### src/rtl/cnt_round_ctrl.sv
// rtl/cnt_round_ctrl.sv - round-sequencing FSM driving the 8-bit event counter enable
// Optional pause input is built when CNT_ROUND_CTRL_PAUSE_EN is defined.
module cnt_round_ctrl #(
  parameter int REP_W = 4
) (
  input  logic             clk,
  input  logic             rst_b,
  input  logic             start,
  input  logic             stop,
  input  logic [REP_W-1:0] rep_num,
  input  logic             cnt_end,
`ifdef CNT_ROUND_CTRL_PAUSE_EN
  input  logic             pause,
`endif
  output logic             cnt_en,
  output logic             busy,
  output logic             done,
  output logic             abort,
  output logic [REP_W-1:0] rep_cnt
);

  typedef enum logic [1:0] {
    S_IDLE  = 2'd0,
    S_RUN   = 2'd1,
    S_DONE  = 2'd2,
    S_ABORT = 2'd3
  } state_t;

  state_t           state_q;
  logic             cnt_en_q;
  logic             busy_q;
  logic             done_q;
  logic             abort_q;
  logic [REP_W-1:0] rep_cnt_q;
  logic [REP_W-1:0] target_q;

  logic             evt;
  logic             run_en_d;
  logic [REP_W-1:0] rep_cnt_d;

  // A round only counts when the counter actually advances past 15.
  assign evt       = cnt_end & cnt_en_q;
  assign rep_cnt_d = rep_cnt_q + 1'b1;

`ifdef CNT_ROUND_CTRL_PAUSE_EN
  assign run_en_d = ~pause;
`else
  assign run_en_d = 1'b1;
`endif

  always_ff @(posedge clk or negedge rst_b) begin
    if (!rst_b) begin
      state_q   <= S_IDLE;
      cnt_en_q  <= 1'b0;
      busy_q    <= 1'b0;
      done_q    <= 1'b0;
      abort_q   <= 1'b0;
      rep_cnt_q <= '0;
      target_q  <= '0;
    end else begin
      case (state_q)
        S_IDLE: begin
          cnt_en_q <= 1'b0;
          busy_q   <= 1'b0;
          done_q   <= 1'b0;
          abort_q  <= 1'b0;
          if (start) begin
            target_q  <= rep_num;
            rep_cnt_q <= '0;
            if (rep_num != '0) begin
              state_q  <= S_RUN;
              cnt_en_q <= 1'b1;
              busy_q   <= 1'b1;
            end else begin
              state_q <= S_DONE;
              done_q  <= 1'b1;
            end
          end
        end
        S_RUN: begin
          // stop wins over a coincident round event, which is then not tallied
          if (stop) begin
            state_q  <= S_ABORT;
            cnt_en_q <= 1'b0;
            busy_q   <= 1'b0;
            abort_q  <= 1'b1;
          end else if (evt && rep_cnt_d == target_q) begin
            rep_cnt_q <= rep_cnt_d;
            state_q   <= S_DONE;
            cnt_en_q  <= 1'b0;
            busy_q    <= 1'b0;
            done_q    <= 1'b1;
          end else begin
            if (evt) rep_cnt_q <= rep_cnt_d;
            cnt_en_q <= run_en_d;
            busy_q   <= 1'b1;
          end
        end
        S_DONE, S_ABORT: begin
          state_q  <= S_IDLE;
          cnt_en_q <= 1'b0;
          busy_q   <= 1'b0;
          done_q   <= 1'b0;
          abort_q  <= 1'b0;
        end
        default: begin
          state_q  <= S_IDLE;
          cnt_en_q <= 1'b0;
          busy_q   <= 1'b0;
          done_q   <= 1'b0;
          abort_q  <= 1'b0;
        end
      endcase
    end
  end

  assign cnt_en  = cnt_en_q;
  assign busy    = busy_q;
  assign done    = done_q;
  assign abort   = abort_q;
  assign rep_cnt = rep_cnt_q;

endmodule

### config.mk
export PLATFORM = sky130hd
export DESIGN_NAME = cnt_round_ctrl
export DESIGN_NICKNAME = d
export VERILOG_FILES = /design/src/rtl/cnt_round_ctrl.sv
export SDC_FILE = /design/constraint.sdc
export NUM_CORES = 1
export LEC_CHECK = 0
export ABC_AREA = 0
export CORE_UTILIZATION = 45
export DETAILED_ROUTE_END_ITERATION = 12
export PLACE_DENSITY = 0.76
export RECOVER_POWER = 100
export SLEW_MARGIN = 0
export SYNTH_ARGS = -nofsm -noshare
export SYNTH_HDL_FRONTEND = slang
export SYNTH_SLANG_ARGS = --single-unit
### constraint.sdc
create_clock -name clk -period 1.82 [get_ports clk]
set_clock_uncertainty 0.05 [all_clocks]
set_input_delay 0.364 -clock clk [delete_from_list [all_inputs] [get_ports clk]]
set_output_delay 0.364 -clock clk [all_outputs]
set_load 0.1 [all_outputs]
=== Yosys cells after proc, flatten, opt, wreduce, memory -nomap -nowiden ===
Index checks and enable logic that the tools add are counted.

* Bits in registers: 13
* Input port bits: 9
* Word-level logic and storage cells: 50

* $add $sub $neg: 1
* Eq/ne operators: 10
* Muxes and demuxes: 22
* Bitwise logic cells: 1
* Reduce and logical (&&, ||, !) cells: 10

{| class="wikitable"
|+ Operators with widths
! cell !! number
|-
| 4-bit 2-to-1 mux || 4
|-
| 1-bit 2-to-1 mux || 9
|-
| 2-bit 2-to-1 mux || 4
|-
| 2-bit != test (second input constant) || 4
|-
| 4-bit one-hot mux with 2 select lines || 1
|-
| 3-bit != test (second input constant) || 2
|-
| 1-bit one-hot mux with 3 select lines || 2
|-
| 2-bit one-hot mux with 3 select lines || 1
|-
| 2-bit AND reduction || 3
|-
| 4-bit by 1-bit adder with 4-bit output (second input constant) || 1
|-
| 2-bit == test (second input constant) || 2
|-
| 4-bit == test || 1
|-
| 4-bit AND reduction || 1
|-
| 4-bit nonzero test || 1
|-
| 3-bit OR reduction || 1
|-
| 2-bit by 1-bit == test with 1-bit output (second input constant) || 1
|-
| 2-bit zero test || 1
|-
| 1-bit one-hot mux with 2 select lines || 1
|-
| 2-bit nonzero test || 1
|-
| 2-bit OR reduction || 1
|-
| 1-bit AND || 1
|-
| 1-bit logical AND || 1
|}

=== Depth between registers and ports, before layout ===
* Word-level depth: 6
* Mapped depth: 5

=== Worst setup path after synthesis ===
Ideal clock, no wire load.

* Kind: register -> register
* Start: register rep_cnt_q[0], in the netlist rep_cnt[0]
* End: register state_q[0]
* Arrival time: 2,083 ps
* Required time: 1,639 ps
* Setup slack: -444 ps
* Stages on the path, launching flop included: 6
* Clock period less this slack: 2,264 ps
* Cells stage by stage: dfrtp_1 > ha_1 > xnor2_1 > nand4_1 > o41ai_2 > a21oi_1

* Word-level cells in the longest chain between the ends: 5

{| class="wikitable"
|+ Ends and longest elaborated chain
! element !! RTL line !! text
|-
| start: declaration || 34 || <nowiki>logic [REP_W-1:0] rep_cnt_q;</nowiki>
|-
| start signal: assignment || 88 || <nowiki>rep_cnt_q <= rep_cnt_d;</nowiki>
|-
| start signal: assignment || 94 || <nowiki>if (evt) rep_cnt_q <= rep_cnt_d;</nowiki>
|-
| 4-bit by 1-bit adder with 4-bit output || 43 || <nowiki>assign rep_cnt_d = rep_cnt_q + 1'b1;</nowiki>
|-
| 4-bit == test || 87 || <nowiki>end else if (evt && rep_cnt_d == target_q) begin</nowiki>
|-
| 1-bit logical AND || 87 ||
|-
| 3-bit != test (no source line) || -- ||
|-
| 2-bit AND reduction (no source line) || -- ||
|-
| end signal: assignment || 83 || <nowiki>state_q <= S_ABORT;</nowiki>
|-
| end signal: assignment || 89 || <nowiki>state_q <= S_DONE;</nowiki>
|-
| end signal: assignment || 100 || <nowiki>state_q <= S_IDLE;</nowiki>
|-
| end: declaration || 29 || <nowiki>state_t state_q;</nowiki>
|}

No other way between the ends.
A chain may end at the register's enable or synchronous reset.

=== Final worst setup path ===
* Start: register rep_cnt_q[1], in the netlist rep_cnt[1]
* End: register busy_q, in the netlist busy

* Word-level cells in the longest chain between the ends: 6

{| class="wikitable"
|+ Ends and longest elaborated chain
! element !! RTL line !! text
|-
| 4-bit by 1-bit adder with 4-bit output || 43 ||
|-
| 4-bit == test || 87 ||
|-
| 1-bit logical AND || 87 ||
|-
| 1-bit 2-to-1 mux || 87 ||
|-
| 1-bit 2-to-1 mux || 82 || <nowiki>if (stop) begin</nowiki>
|-
| 1-bit one-hot mux with 3 select lines || 61 || <nowiki>case (state_q)</nowiki>
|-
| end signal: assignment || 64 || <nowiki>busy_q <= 1'b0;</nowiki>
|-
| end signal: assignment || 85 || <nowiki>busy_q <= 1'b0;</nowiki>
|-
| end signal: assignment || 91 || <nowiki>busy_q <= 1'b0;</nowiki>
|-
| end: declaration || 31 || <nowiki>logic busy_q;</nowiki>
|}

No other way between the ends.

==> flow_metrics.py <==
metrics = {
    "synth": {
        "syn_nets": 70,
        "postSynthCellCount": 60,
        "synth-seq-area-share_pct": 50.4,
        "ys_warn_count": 0,
        "netlist_area_um2": 646,
        "avgSynthCellArea_um2": 10.8,
        "synth_cell_type_count": 25,
        "synth-seq-cells": 13,
    },
    "route": {
        "routed_wl_um": 1280,
        "vias": 510,
        "ant_nets": 0,
        "routedWlPerCell_um": 13.4,
        "dr.pass1.iters": 4,
        "drt_iter0_drc": 3,
        "viasPerCell": 5.31,
        "route.detailed.drc": 0,
    },
    "setup_path": {
        "r2r_cells": 5,
        "start_kind": "flip-flop",
        "crit_type": "reg2reg",
        "r2r_end": "busy",
        "r2r-start": "rep_cnt[1]",
        "rrSetupSlack_ns": 0.11,
        "critPathLaunch": "rep_cnt[1]",
        "end_kind": "flip-flop",
        "crit_required_ns": 1.92,
        "critical_path.max_fanout": 4,
        "worstPathArrival_ns": 1.80,
    },
    "cells_and_area": {
        "n_fill_cell": 114,
        "stdcell_count": 96,
        "fin_nets": 92,
        "diodes": 0,
        "multi_input_area_um2": 329,
        "regArea_um2": 334,
        "syn_to_final_growth_pct": 40.5,
        "drive_gt1_share_pct": 29.6,
    },
    "cts": {
        "clkLatencyLatePin_ns": 0.27,
        "numCtsBuffers": 3,
        "tritoncts": "yes",
        "clockBufferDepth": 2,
        "clk_pin_slew_ns": 0.08,
        "cts_max_level": 1,
        "clkSinkCount": 13,
        "root_buffer": "clkbuf_4",
    },
    "placement": {
        "pre_cts_slack_ns": 0.0564,
        "hpwl_um": 980,
        "port_buffers": 16,
        "dpl.cell_count": 92,
        "routabilityCongestion": 0.798,
    },
    "grt": {
        "grt_start_max_net_pins": 14,
        "overflow": 0,
        "grt_pass1_wl_um": 1900,
        "track_usage_pct": 18.9,
        "grt_antenna_before_repair": 0,
        "grt_pass1_vias": 452,
    },
    "worst_hold_path": {
        "hold_end": "done",
        "holdCritPathClass": "reg2reg",
        "min_from": "done",
        "hold_depth": 1,
    },
    "job": {
        "maxCapViolations": 0,
    },
    "floorplan": {
        "die_x_um": 39.9,
        "dieHeight_um": 39.9,
        "rows": 13,
        "start_util_pct": 49.0,
        "die_area_um2": 1590,
        "pin_count": 17,
        "core_area_um2": 1320,
    },
    "sta": {
        "period_share_pct": 93.8,
        "period_minus_slack_ns": 1.71,
        "rsz0062_at_grt": "no",
        "clock.fmax_ghz": 0.586,
        "maxSlewHeadroom_pct": 58.7,
        "drv_slew": 0,
        "finalWorstSetupSlack_ns": 0.113,
        "finalSetupViolations": 0,
        "hold_viol": 0,
        "tns_ns": 0,
        "worstMarginPinSlew_ns": 0.618,
    },
    "status": {
        "outcome": "completed",
    },
}
## per-stage QoR
step	util (%)	hold slack, ns	area [µm²]
2_1_floorplan	-	0.0184	669
3_3_place_gp	71.0	0.464	936
3_5_place_dp	71.0	0.474	936
4_1_cts	73.0	0.428	962
5_1_grt	68.9	0.464	907
6_report	68.9	0.452	907
## worst max path at each step
stage                   to  slack [ns]  cells after the start
2_1_floorplan   state_q[0]       -0.03                      5
3_3_place_gp   target_q[3]        0.07                      4
3_5_place_dp   target_q[2]        0.06                      4
4_1_cts         state_q[0]        0.08                      5
5_1_grt         state_q[1]        0.02                      5
6_report              busy        0.11                      5
## sequential cells by signal (all words and copies together) (netlist names)
signal	flops
rep_cnt	4
target_q	4
state_q	2
abort	1
busy	1
done	1
## synthesized netlist by cell type (all sizes together)
library cell  number  area share (%)
o21ai              5             3.9
nand4              1            0.97
or2                1            0.97
inv                1            0.58
o21a               1             1.2
xor2               2             2.7
nor2b              1            0.97
a21oi              4             3.1
mux2               4             7.0
buf                1             1.2
nand2              4             2.3
nor4               1            0.97
nand4b             1             1.4
or2b               1             1.2
nor2               5             2.9
ha                 1             1.9
o41ai              1             2.5
o311ai             1             1.4
a2111oi            1             1.4
dfrtp             13              50
and2               1            0.97
nand2b             3             2.9
nand3              1            0.77
xnor2              4             5.4
a21o               1             1.2
## kinds of logic after synthesis
family | count (synthesis) | synth area share [%]
AND/OR/NAND/NOR | 20 | 16.3
XOR/XNOR | 6 | 8.14
AO/OA/AOI/OAI | 14 | 14.5
buffers and inverters | 2 | 1.74
adder cells (fa/ha/maj) | 1 | 1.94
multiplexers | 4 | 6.98
flip-flops | 13 | 50.4
## per-layer routing
metal  up-vias  track usage [%]  routed length (µm)
met5         -                0                   0
met4         0             7.76                   0
met3         0             5.11                  54
met2        14             29.0                 637
met1       238             24.4                 593
li1        258                -                   -
## area by class of cell
| type | count | area share, % |
|---|---|---|
| multi-input cells | 45 | 36.3 |
| flip-flops and latches | 13 | 36.8 |
| inverters | 1 | 0.414 |
| clock buffers | 4 | 2.90 |
| well taps | 15 | 2.07 |
| repair buffers | 18 | 21.5 |
## placed cells by master, fill, tap and decap left out
cell type        netlist  layout
clkdlybuf4s50_1        0       6
dlygate4sd3_1          0       2
a21o_1                 1       1
o41ai_2                1       1
a2111oi_0              1       1
xnor2_2                0       1
o21ai_0                5       5
dfrtp_4                0       2
nand4b_1               1       1
buf_12                 0       4
ha_4                   0       1
xnor2_1                4       3
inv_1                  1       1
clkbuf_1               0       1
dfrtp_1               13      10
nand3_1                1       1
nand2b_1               3       3
buf_2                  0       1
buf_4                  1       2
clkbuf_2               0       3
nor2_1                 5       5
o21a_1                 1       1
nor2b_1                1       1
and2_1                 1       1
nand2_1                4       4
nor4_1                 1       1
or2b_1                 1       1
xor2_1                 2       2
a21oi_1                4       4
or2_2                  1       1
o311ai_1               1       1
dfrtp_2                0       1
mux2_2                 4       4
clkbuf_4               0       3
nand4_1                1       1
## worst max-delay path, cell delays in order, from the launching register on
cell      delay, ns
dfrtp_4        0.51
ha_4           0.25
xnor2_1        0.14
nand4_1        0.15
o311ai_1       0.38
a21oi_1        0.12
## repair_timing
| item | 4_1_cts | 5_1_grt |
|---|---|---|
| setup buffers | 0 | 0 |
| gates resized for setup | 0 | 1 |
| setup endpoints to repair | 0 | 4 |
| hold buffers | 0 | 0 |
Power is left out: the tool's default activity adds up to more than one toggle a clock period on the data nets, which glitch-free logic cannot reach.
